File: config.mk
export PLATFORM = sky130hd
export DESIGN_NAME = nonce_result_scanner_flat
export DESIGN_NICKNAME = d
export VERILOG_FILES = /design/src/rtl/nonce_result_scanner_pkg.sv /design/src/rtl/nonce_result_scanner_if.sv /design/src/rtl/nonce_result_scanner_hash_min_tracker.sv /design/src/rtl/nonce_result_scanner.sv /design/src/flat_wrapper.sv
export SDC_FILE = /design/constraint.sdc
export NUM_CORES = 1
export LEC_CHECK = 0
export ABC_AREA = 1
export ABC_CLOCK_PERIOD_IN_PS = 5500
export CORE_UTILIZATION = 35
export DETAILED_ROUTE_END_ITERATION = 10
export GPL_ROUTABILITY_DRIVEN = 0
export PLACE_DENSITY_LB_ADDON = 0.08
export SLEW_MARGIN = 20
export SYNTH_ARGS = -nofsm -noshare
export SYNTH_HDL_FRONTEND = slang
export SYNTH_HIERARCHICAL = 1
export SYNTH_SLANG_ARGS = --single-unit
File: constraint.sdc
create_clock -name clk -period 5.5 [get_ports clk]
set_clock_uncertainty 0.05 [all_clocks]
set_input_delay 1.1 -clock clk [delete_from_list [all_inputs] [get_ports clk]]
set_output_delay 1.1 -clock clk [all_outputs]
set_load 0.05 [all_outputs]
File: src/rtl/nonce_result_scanner_pkg.sv
`default_nettype none
// ============================================================================
// nonce_result_scanner_pkg : shared constants, FSM encoding and report packing
// Rev 1.0
// ============================================================================
package nonce_result_scanner_pkg;

    localparam int NUM_NONCES_DEFAULT = 16;
    localparam int REPORT_WORDS       = 2;

    localparam int FOUND_BIT       = 31;
    localparam int MIN_NONCE_LSB   = 8;
    localparam int FOUND_NONCE_LSB = 0;

    localparam logic [2:0] ST_IDLE  = 3'd0;
    localparam logic [2:0] ST_PRIME = 3'd1;
    localparam logic [2:0] ST_SCAN  = 3'd2;
    localparam logic [2:0] ST_WR0   = 3'd3;
    localparam logic [2:0] ST_WR1   = 3'd4;

    function automatic logic [31:0] pack_report(input logic       found,
                                                input logic [7:0] min_nonce,
                                                input logic [7:0] found_nonce);
        logic [31:0] w;
        w                          = '0;
        w[FOUND_BIT]               = found;
        w[MIN_NONCE_LSB +: 8]      = min_nonce;
        w[FOUND_NONCE_LSB +: 8]    = found_nonce;
        return w;
    endfunction

endpackage
`default_nettype wire

File: src/rtl/nonce_result_scanner_if.sv
`default_nettype none
// ============================================================================
// nonce_result_scanner_if : single-port memory bus shared with the hash engine
// Rev 1.0
// ============================================================================
interface nonce_result_scanner_if;
    logic        mem_clk;
    logic        mem_we;
    logic [15:0] mem_addr;
    logic [31:0] mem_write_data;
    logic [31:0] mem_read_data;

    modport master (
        output mem_clk,
        output mem_we,
        output mem_addr,
        output mem_write_data,
        input  mem_read_data
    );

    modport slave (
        input  mem_clk,
        input  mem_we,
        input  mem_addr,
        input  mem_write_data,
        output mem_read_data
    );
endinterface
`default_nettype wire

File: src/rtl/nonce_result_scanner_hash_min_tracker.sv
`default_nettype none
// ============================================================================
// hash_min_tracker : next-state of first-passing nonce and minimum hash
// Rev 1.0
// ============================================================================
module hash_min_tracker
    import nonce_result_scanner_pkg::*;
(
    input  wire logic [31:0] data_i,
    input  wire logic [31:0] target_i,
    input  wire logic [7:0]  idx_i,
    input  wire logic        found_i,
    input  wire logic [7:0]  found_nonce_i,
    input  wire logic [31:0] min_hash_i,
    input  wire logic [7:0]  min_nonce_i,
    output logic             found_o,
    output logic [7:0]       found_nonce_o,
    output logic [31:0]      min_hash_o,
    output logic [7:0]       min_nonce_o
);

    // Strict compares: the earliest index keeps both the found slot and min ties.
    always_comb begin
        found_o       = found_i;
        found_nonce_o = found_nonce_i;
        min_hash_o    = min_hash_i;
        min_nonce_o   = min_nonce_i;
        if (!found_i && (data_i < target_i)) begin
            found_o       = 1'b1;
            found_nonce_o = idx_i;
        end
        if (data_i < min_hash_i) begin
            min_hash_o  = data_i;
            min_nonce_o = idx_i;
        end
    end

endmodule
`default_nettype wire

File: src/rtl/nonce_result_scanner.sv
`default_nettype none
// ============================================================================
// nonce_result_scanner : reads back per-nonce H0 words, finds first pass/min
// Rev 1.0
// ============================================================================
module nonce_result_scanner
    import nonce_result_scanner_pkg::*;
#(
    parameter int NUM_NONCES = NUM_NONCES_DEFAULT
)(
    input  wire logic        clk,
    input  wire logic        reset,
    input  wire logic        start_i,
    input  wire logic [15:0] hash_addr_i,
    input  wire logic [15:0] report_addr_i,
    input  wire logic [31:0] target_i,
    output logic             done_o,
    output logic             found_o,
    output logic [7:0]       found_nonce_o,
    output logic [31:0]      min_hash_o,
    output logic [7:0]       min_nonce_o,
    nonce_result_scanner_if.master mem
);

    localparam logic [15:0] c_LAST_REPORT_OFS = 16'(REPORT_WORDS - 1);

    logic [2:0]  state_q, state_d;
    logic        done_q, done_d;
    logic        we_q, we_d;
    logic [15:0] addr_q, addr_d;
    logic [31:0] wdata_q, wdata_d;
    logic [15:0] rd_ptr_q, rd_ptr_d;
    logic [7:0]  idx_q, idx_d;
    logic [15:0] report_addr_q, report_addr_d;
    logic [31:0] target_q, target_d;
    logic        found_q, found_d;
    logic [7:0]  found_nonce_q, found_nonce_d;
    logic [31:0] min_hash_q, min_hash_d;
    logic [7:0]  min_nonce_q, min_nonce_d;

    logic        trk_found;
    logic [7:0]  trk_found_nonce;
    logic [31:0] trk_min_hash;
    logic [7:0]  trk_min_nonce;

    hash_min_tracker u_tracker (
        .data_i        (mem.mem_read_data),
        .target_i      (target_q),
        .idx_i         (idx_q),
        .found_i       (found_q),
        .found_nonce_i (found_nonce_q),
        .min_hash_i    (min_hash_q),
        .min_nonce_i   (min_nonce_q),
        .found_o       (trk_found),
        .found_nonce_o (trk_found_nonce),
        .min_hash_o    (trk_min_hash),
        .min_nonce_o   (trk_min_nonce)
    );

    always_comb begin
        state_d       = state_q;
        done_d        = done_q;
        we_d          = 1'b0;
        addr_d        = addr_q;
        wdata_d       = wdata_q;
        rd_ptr_d      = rd_ptr_q;
        idx_d         = idx_q;
        report_addr_d = report_addr_q;
        target_d      = target_q;
        found_d       = found_q;
        found_nonce_d = found_nonce_q;
        min_hash_d    = min_hash_q;
        min_nonce_d   = min_nonce_q;
        case (state_q)
            ST_IDLE: begin
                done_d = 1'b1;
                if (start_i) begin
                    report_addr_d = report_addr_i;
                    target_d      = target_i;
                    addr_d        = hash_addr_i;
                    rd_ptr_d      = hash_addr_i + 16'd1;
                    done_d        = 1'b0;
                    found_d       = 1'b0;
                    found_nonce_d = 8'd0;
                    min_nonce_d   = 8'd0;
                    min_hash_d    = 32'hFFFF_FFFF;
                    idx_d         = 8'd0;
                    state_d       = ST_PRIME;
                end
            end
            ST_PRIME: begin
                if (NUM_NONCES > 1) begin
                    addr_d   = rd_ptr_q;
                    rd_ptr_d = rd_ptr_q + 16'd1;
                end
                state_d = ST_SCAN;
            end
            ST_SCAN: begin
                found_d       = trk_found;
                found_nonce_d = trk_found_nonce;
                min_hash_d    = trk_min_hash;
                min_nonce_d   = trk_min_nonce;
                // Reads run two words ahead of idx, so issuing stops two early.
                if (int'(idx_q) + 2 < NUM_NONCES) begin
                    addr_d   = rd_ptr_q;
                    rd_ptr_d = rd_ptr_q + 16'd1;
                end
                idx_d = idx_q + 8'd1;
                if (int'(idx_q) == NUM_NONCES - 1) begin
                    state_d = ST_WR0;
                end
            end
            ST_WR0: begin
                we_d    = 1'b1;
                addr_d  = report_addr_q;
                wdata_d = min_hash_q;
                state_d = ST_WR1;
            end
            ST_WR1: begin
                we_d    = 1'b1;
                addr_d  = report_addr_q + c_LAST_REPORT_OFS;
                wdata_d = pack_report(found_q, min_nonce_q, found_nonce_q);
                state_d = ST_IDLE;
            end
            default: begin
                state_d = ST_IDLE;
            end
        endcase
    end

    always_ff @(posedge clk or posedge reset) begin
        if (reset) begin
            state_q       <= ST_IDLE;
            done_q        <= 1'b1;
            we_q          <= 1'b0;
            addr_q        <= 16'd0;
            wdata_q       <= 32'd0;
            rd_ptr_q      <= 16'd0;
            idx_q         <= 8'd0;
            report_addr_q <= 16'd0;
            target_q      <= 32'd0;
            found_q       <= 1'b0;
            found_nonce_q <= 8'd0;
            min_hash_q    <= 32'hFFFF_FFFF;
            min_nonce_q   <= 8'd0;
        end else begin
            state_q       <= state_d;
            done_q        <= done_d;
            we_q          <= we_d;
            addr_q        <= addr_d;
            wdata_q       <= wdata_d;
            rd_ptr_q      <= rd_ptr_d;
            idx_q         <= idx_d;
            report_addr_q <= report_addr_d;
            target_q      <= target_d;
            found_q       <= found_d;
            found_nonce_q <= found_nonce_d;
            min_hash_q    <= min_hash_d;
            min_nonce_q   <= min_nonce_d;
        end
    end

    assign done_o             = done_q;
    assign found_o            = found_q;
    assign found_nonce_o      = found_nonce_q;
    assign min_hash_o         = min_hash_q;
    assign min_nonce_o        = min_nonce_q;
    assign mem.mem_clk        = clk;
    assign mem.mem_we         = we_q;
    assign mem.mem_addr       = addr_q;
    assign mem.mem_write_data = wdata_q;

endmodule
`default_nettype wire

File: src/flat_wrapper.sv
// flat-port wrapper written by rule: the top's interface ports become plain ports
module nonce_result_scanner_flat import nonce_result_scanner_pkg::*;
#(
    parameter int NUM_NONCES = NUM_NONCES_DEFAULT
)
  (clk, reset, start_i, hash_addr_i, report_addr_i, target_i, done_o, found_o, found_nonce_o, min_hash_o, min_nonce_o, mem_mem_clk, mem_mem_we, mem_mem_addr, mem_mem_write_data, mem_mem_read_data);
  nonce_result_scanner_if mem_i ();
  input  wire logic clk;
  input  wire logic reset;
  input  wire logic start_i;
  input  wire logic [15:0] hash_addr_i;
  input  wire logic [15:0] report_addr_i;
  input  wire logic [31:0] target_i;
  output logic done_o;
  output logic found_o;
  output logic [7:0] found_nonce_o;
  output logic [31:0] min_hash_o;
  output logic [7:0] min_nonce_o;
  output wire logic [$bits(mem_i.mem_clk)-1:0] mem_mem_clk;
  output wire logic [$bits(mem_i.mem_we)-1:0] mem_mem_we;
  output wire logic [$bits(mem_i.mem_addr)-1:0] mem_mem_addr;
  output wire logic [$bits(mem_i.mem_write_data)-1:0] mem_mem_write_data;
  input wire logic [$bits(mem_i.mem_read_data)-1:0] mem_mem_read_data;
  assign mem_mem_clk = mem_i.mem_clk;
  assign mem_mem_we = mem_i.mem_we;
  assign mem_mem_addr = mem_i.mem_addr;
  assign mem_mem_write_data = mem_i.mem_write_data;
  assign mem_i.mem_read_data = mem_mem_read_data;
  nonce_result_scanner #(.NUM_NONCES(NUM_NONCES)) u_core (.clk(clk), .reset(reset), .start_i(start_i), .hash_addr_i(hash_addr_i), .report_addr_i(report_addr_i), .target_i(target_i), .done_o(done_o), .found_o(found_o), .found_nonce_o(found_nonce_o), .min_hash_o(min_hash_o), .min_nonce_o(min_nonce_o), .mem(mem_i));
endmodule
Word level (Yosys, flattened, before mapping):

Index checks and enable logic that the tools add are counted.
W data, S select, Z words.

* add/subtract/negate cells: 5
* order comparisons: 3
* mux-type cells: 24
* reduce and logical (&&, ||, !) cells: 15
* equality and inequality tests: 10

Operators with widths (number)
* $pmux W32 S2: 2
* $pmux W16 S5: 1
* $lt A32 B32 Y1: 2
* $mux W16: 4
* $mux W32: 2
* $add A16 B1 Y16 const B: 3
* $pmux W16 S3: 1
* $pmux W8 S2: 3
* $lt A32 B6 Y1 const B: 1
* $mux W8: 3
* $pmux W3 S4: 1
* $reduce_and A3 Y1: 4
* $add A8 B2 Y9 const B: 1
* $add A8 B1 Y8 const B: 1
* $eq A8 B5 Y1 const B: 1
* $eq A3 B2 Y1 const B: 2
* $mux W3: 2
* $ne A2 B2 Y1 const B: 3
* $reduce_and A2 Y1: 3
* $reduce_bool A5 Y1: 1
* $mux W1: 4
* $ne A2 B1 Y1 const B: 2
* $reduce_bool A2 Y1: 2
* $eq A3 B1 Y1 const B: 1
* other kinds (7): 7

* register bits after elaboration: 174
* logic and storage cells: 70
* output and inout port bits: 100
* input bits: 99

Depth between registers and ports, before layout:

* depth after elaboration: 4
* gate-level depth with buffers: 17
* depth with buffers taken out: 16

Modules after synthesis:

The synthesis kept the hierarchy.

Modules (own cells, without submodules)
* nonce_result_scanner: sequential area each 4395.5 µm², times used 1, area an instance 8167.8 µm², cells each 972
* hash_min_tracker: sequential area each 0.0 µm², times used 1, area an instance 2331.0 µm², cells each 417

==> summary.txt <==
total gr overflow: 0
CP Data Required Time: 4.35 ns
layout cells sized above 1: 0.0837
postcts setup bufs: 0
reg2reg end: u_core/mem.mem_addr[10]$_DFFE_PP0P_
Mean Syn Cell Area: 7.56 µm²
Max-Cap Viols: 0
Worst setup EP type: output pin
final cell count without fillers: 1967
largest net degree at the start of global routing: 101
net count after synthesis: 1553
Distinct cells, synth: 50
status: completed
drt pass-1 iters: 5
R2R depth: 9
FF-to-FF Start: u_core/state_q[2]$_DFFE_PP0P_
crit path max fanout: 2
Final Power: 9240 µW
via count: 9659
# rows: 63
CTS resizes: 0
Lkg Pwr: 0.00676 µW
max-slew violation count: 0
design area: 0.0134 mm²
Die ar.: 0.0307 mm²
initial antenna violation count: 1
Cell Area, Placed: 0.0128 mm²
most frequently used flop master after synthesis: dfrtp_1
CTS tree: yes
Port-buffer cells: 198
Ys Warns: 6
crit path kind: clk -> out
Seq/Total Area, Yosys: 0.419
post-DP HPWL: 22800 µm
CP startpoint: clk
Placed Cells: 1932
EDFF count, synth: 0
die width: 175 µm
CTS clk-pin slew, worst paths: 0.07 ns
pwr dens: 689 mW/mm²
post-route DRC violation count: 0
Total Routing Usage GR: 0.219
post-route ant nets: 0
Worst-Skew Late Latency: 0.55 ns
Hold Crit Class: reg -> reg
starting density of the core: 0.355
Synth Register Bits: 174
arrival time worst endpoint: 3.68 ns
top cells by area, synth: dfrtp_1 (34%), nand2_1 (17%), dfstp_2 (8.3%), ha_1 (7.7%), inv_1 (5.4%)
Final setup viols: 0
final net count: 1728
top cell type's share of synthesized area: 0.336
Routed WL: 32500 µm
cell accounting for the most synthesized area: dfrtp_1
Avg Vias per Cell: 4.91
Antenna Cells: 0
vias in the first global route: 9505
asr flop ratio synth: 1.00
Mapped Cells: 1389
R2R setup slack: 1.95 ns
Synth top cells by count: nand2_1 (481), inv_1 (152), dfrtp_1 (141), nor2_1 (79), o21ai_0 (79)
Vert. Die Dim: 175 µm
setup tns final: 0 ns
Post-Syn Area: 0.0105 mm²
Layout area overhead: 27.7%
first-pass GRT wire length: 52300 µm
hold violation count in the final report: 0
most frequent cell after synthesis: nand2_1
startpoint types: clock port
Initial DRC Count: 565
CTS Hold Buffers Added: 0
count of boundary I/O pins: 199
RSZ-0062 raised after global routing: false
core area: 0.0296 mm²
WL/cell: 16.5 µm
Peak VDD IR: 0.374 mV
Setup crit end: mem_mem_clk
Worst-Margin Slew: 1.09 ns
slew margin rel.: 0.268
==> cells by family after synthesis <==
family	Yosys count	share of synthesized area
AO/OA/AOI/OAI	221	0.126
XOR/XNOR	4	0.00334
adder cells (fa/ha/maj)	65	0.0775
buffers and inverters	216	0.0864
flip-flops	174	0.419
AND/OR/NAND/NOR	709	0.288
==> area by class of cell <==
cell class,instances,area (µm²)
Fill cell,3053,16200
Multi-Input combinational cell,999,5210
Sequential cell,174,4400
Timing Repair Buffer,206,2050
Inverter,162,612
Clock buffer,24,552
Tap cell,390,488
Clock inverter,12,101
==> power by group <==
part | internal (µW) | leakage, µW | switching, µW
logic | 1720 | 0.00433 | 3700
registers | 1970 | 0.00211 | 488
clock network | 731 | 0.000317 | 620
==> critical path: stages <==
cell             delay, ns
clkbuf_16             0.12
clkbuf_16             0.13
clkdlybuf4s50_1       0.69
==> placed cells by master, fill, tap and decap left out, drive strengths merged <==
| cell type | count |
|---|---|
| clkbuf | 23 |
| dfstp | 33 |
| a21o | 1 |
| o2111ai | 2 |
| a32o | 1 |
| nand4 | 20 |
| xor2 | 4 |
| o22ai | 7 |
| nor3 | 12 |
| ha | 65 |
| nor4 | 1 |
| dfrtp | 141 |
| and3 | 3 |
| a32oi | 1 |
| o221ai | 1 |
| nand3b | 1 |
| nand3 | 77 |
| a22oi | 1 |
| o21a | 1 |
| a22o | 18 |
| inv | 165 |
| a21oi | 75 |
| o21ai | 86 |
| clkinv | 6 |
| nor2 | 90 |
| o22a | 17 |
| clkinvlp | 3 |
| a221oi | 3 |
| o211ai | 7 |
| clkdlybuf4s50 | 198 |
| buf | 9 |
| nand2 | 501 |
| or2 | 4 |
==> worst min path at each step <==
stage / slack [ns] / from / cells past startpoint / to
final: 0.42 / u_core/done_o$_DFFE_PP1P_ / 2 / u_core/done_o$_DFFE_PP1P_
after global placement: 0.40 / u_core/done_o$_DFFE_PP1P_ / 2 / u_core/done_o$_DFFE_PP1P_
after CTS: 0.41 / u_core/done_o$_DFFE_PP1P_ / 2 / u_core/done_o$_DFFE_PP1P_
after floorplan: 0.39 / u_core/target_q[10]$_DFFE_PP0P_ / 2 / u_core/target_q[10]$_DFFE_PP0P_
after global routing: 0.44 / u_core/target_q[1]$_DFFE_PP0P_ / 2 / u_core/target_q[1]$_DFFE_PP0P_
after detailed placement: 0.40 / u_core/done_o$_DFFE_PP1P_ / 2 / u_core/done_o$_DFFE_PP1P_
==> state kept, by name, summed over array words and instances (netlist names) <==
| signal | flops |
|---|---|
| u_core/target_q | 32 |
| u_core/mem.mem_addr | 16 |
| u_core/found_nonce_o | 8 |
| u_core/min_nonce_o | 8 |
| u_core/min_hash_o | 32 |
| u_core/mem.mem_write_data | 32 |
| u_core/mem.mem_we | 1 |
| u_core/state_q | 3 |
| u_core/rd_ptr_q | 16 |
| u_core/idx_q | 8 |
| u_core/report_addr_q | 16 |
| u_core/found_o | 1 |
| u_core/done_o | 1 |
==> per-stage QoR <==
| stage | setup slack [ns] | hold WS [ns] | util |
|---|---|---|---|
| 2_1_floorplan | 1.43 | 0.392 | - |
| 3_3_place_gp | 0.928 | 0.399 | 0.432 |
| 3_5_place_dp | 0.928 | 0.403 | 0.432 |
| 4_1_cts | 0.665 | 0.414 | 0.454 |
| 5_1_grt | 0.654 | 0.437 | 0.454 |
| 6_report | 0.669 | 0.415 | 0.454 |
==> per-layer routing <==
layer  routed length, µm  share of wire  GRT usage  vias to the layer above
met3                1950          0.060     0.0507                       30
li1                    -              -          -                     4839
met2               14400           0.44      0.346                      237
met4                 473          0.015     0.0536                        2
met1               15600           0.48      0.302                     4551
met5                  13        0.00040          0                        -
(Power assumes the default switching activity.)
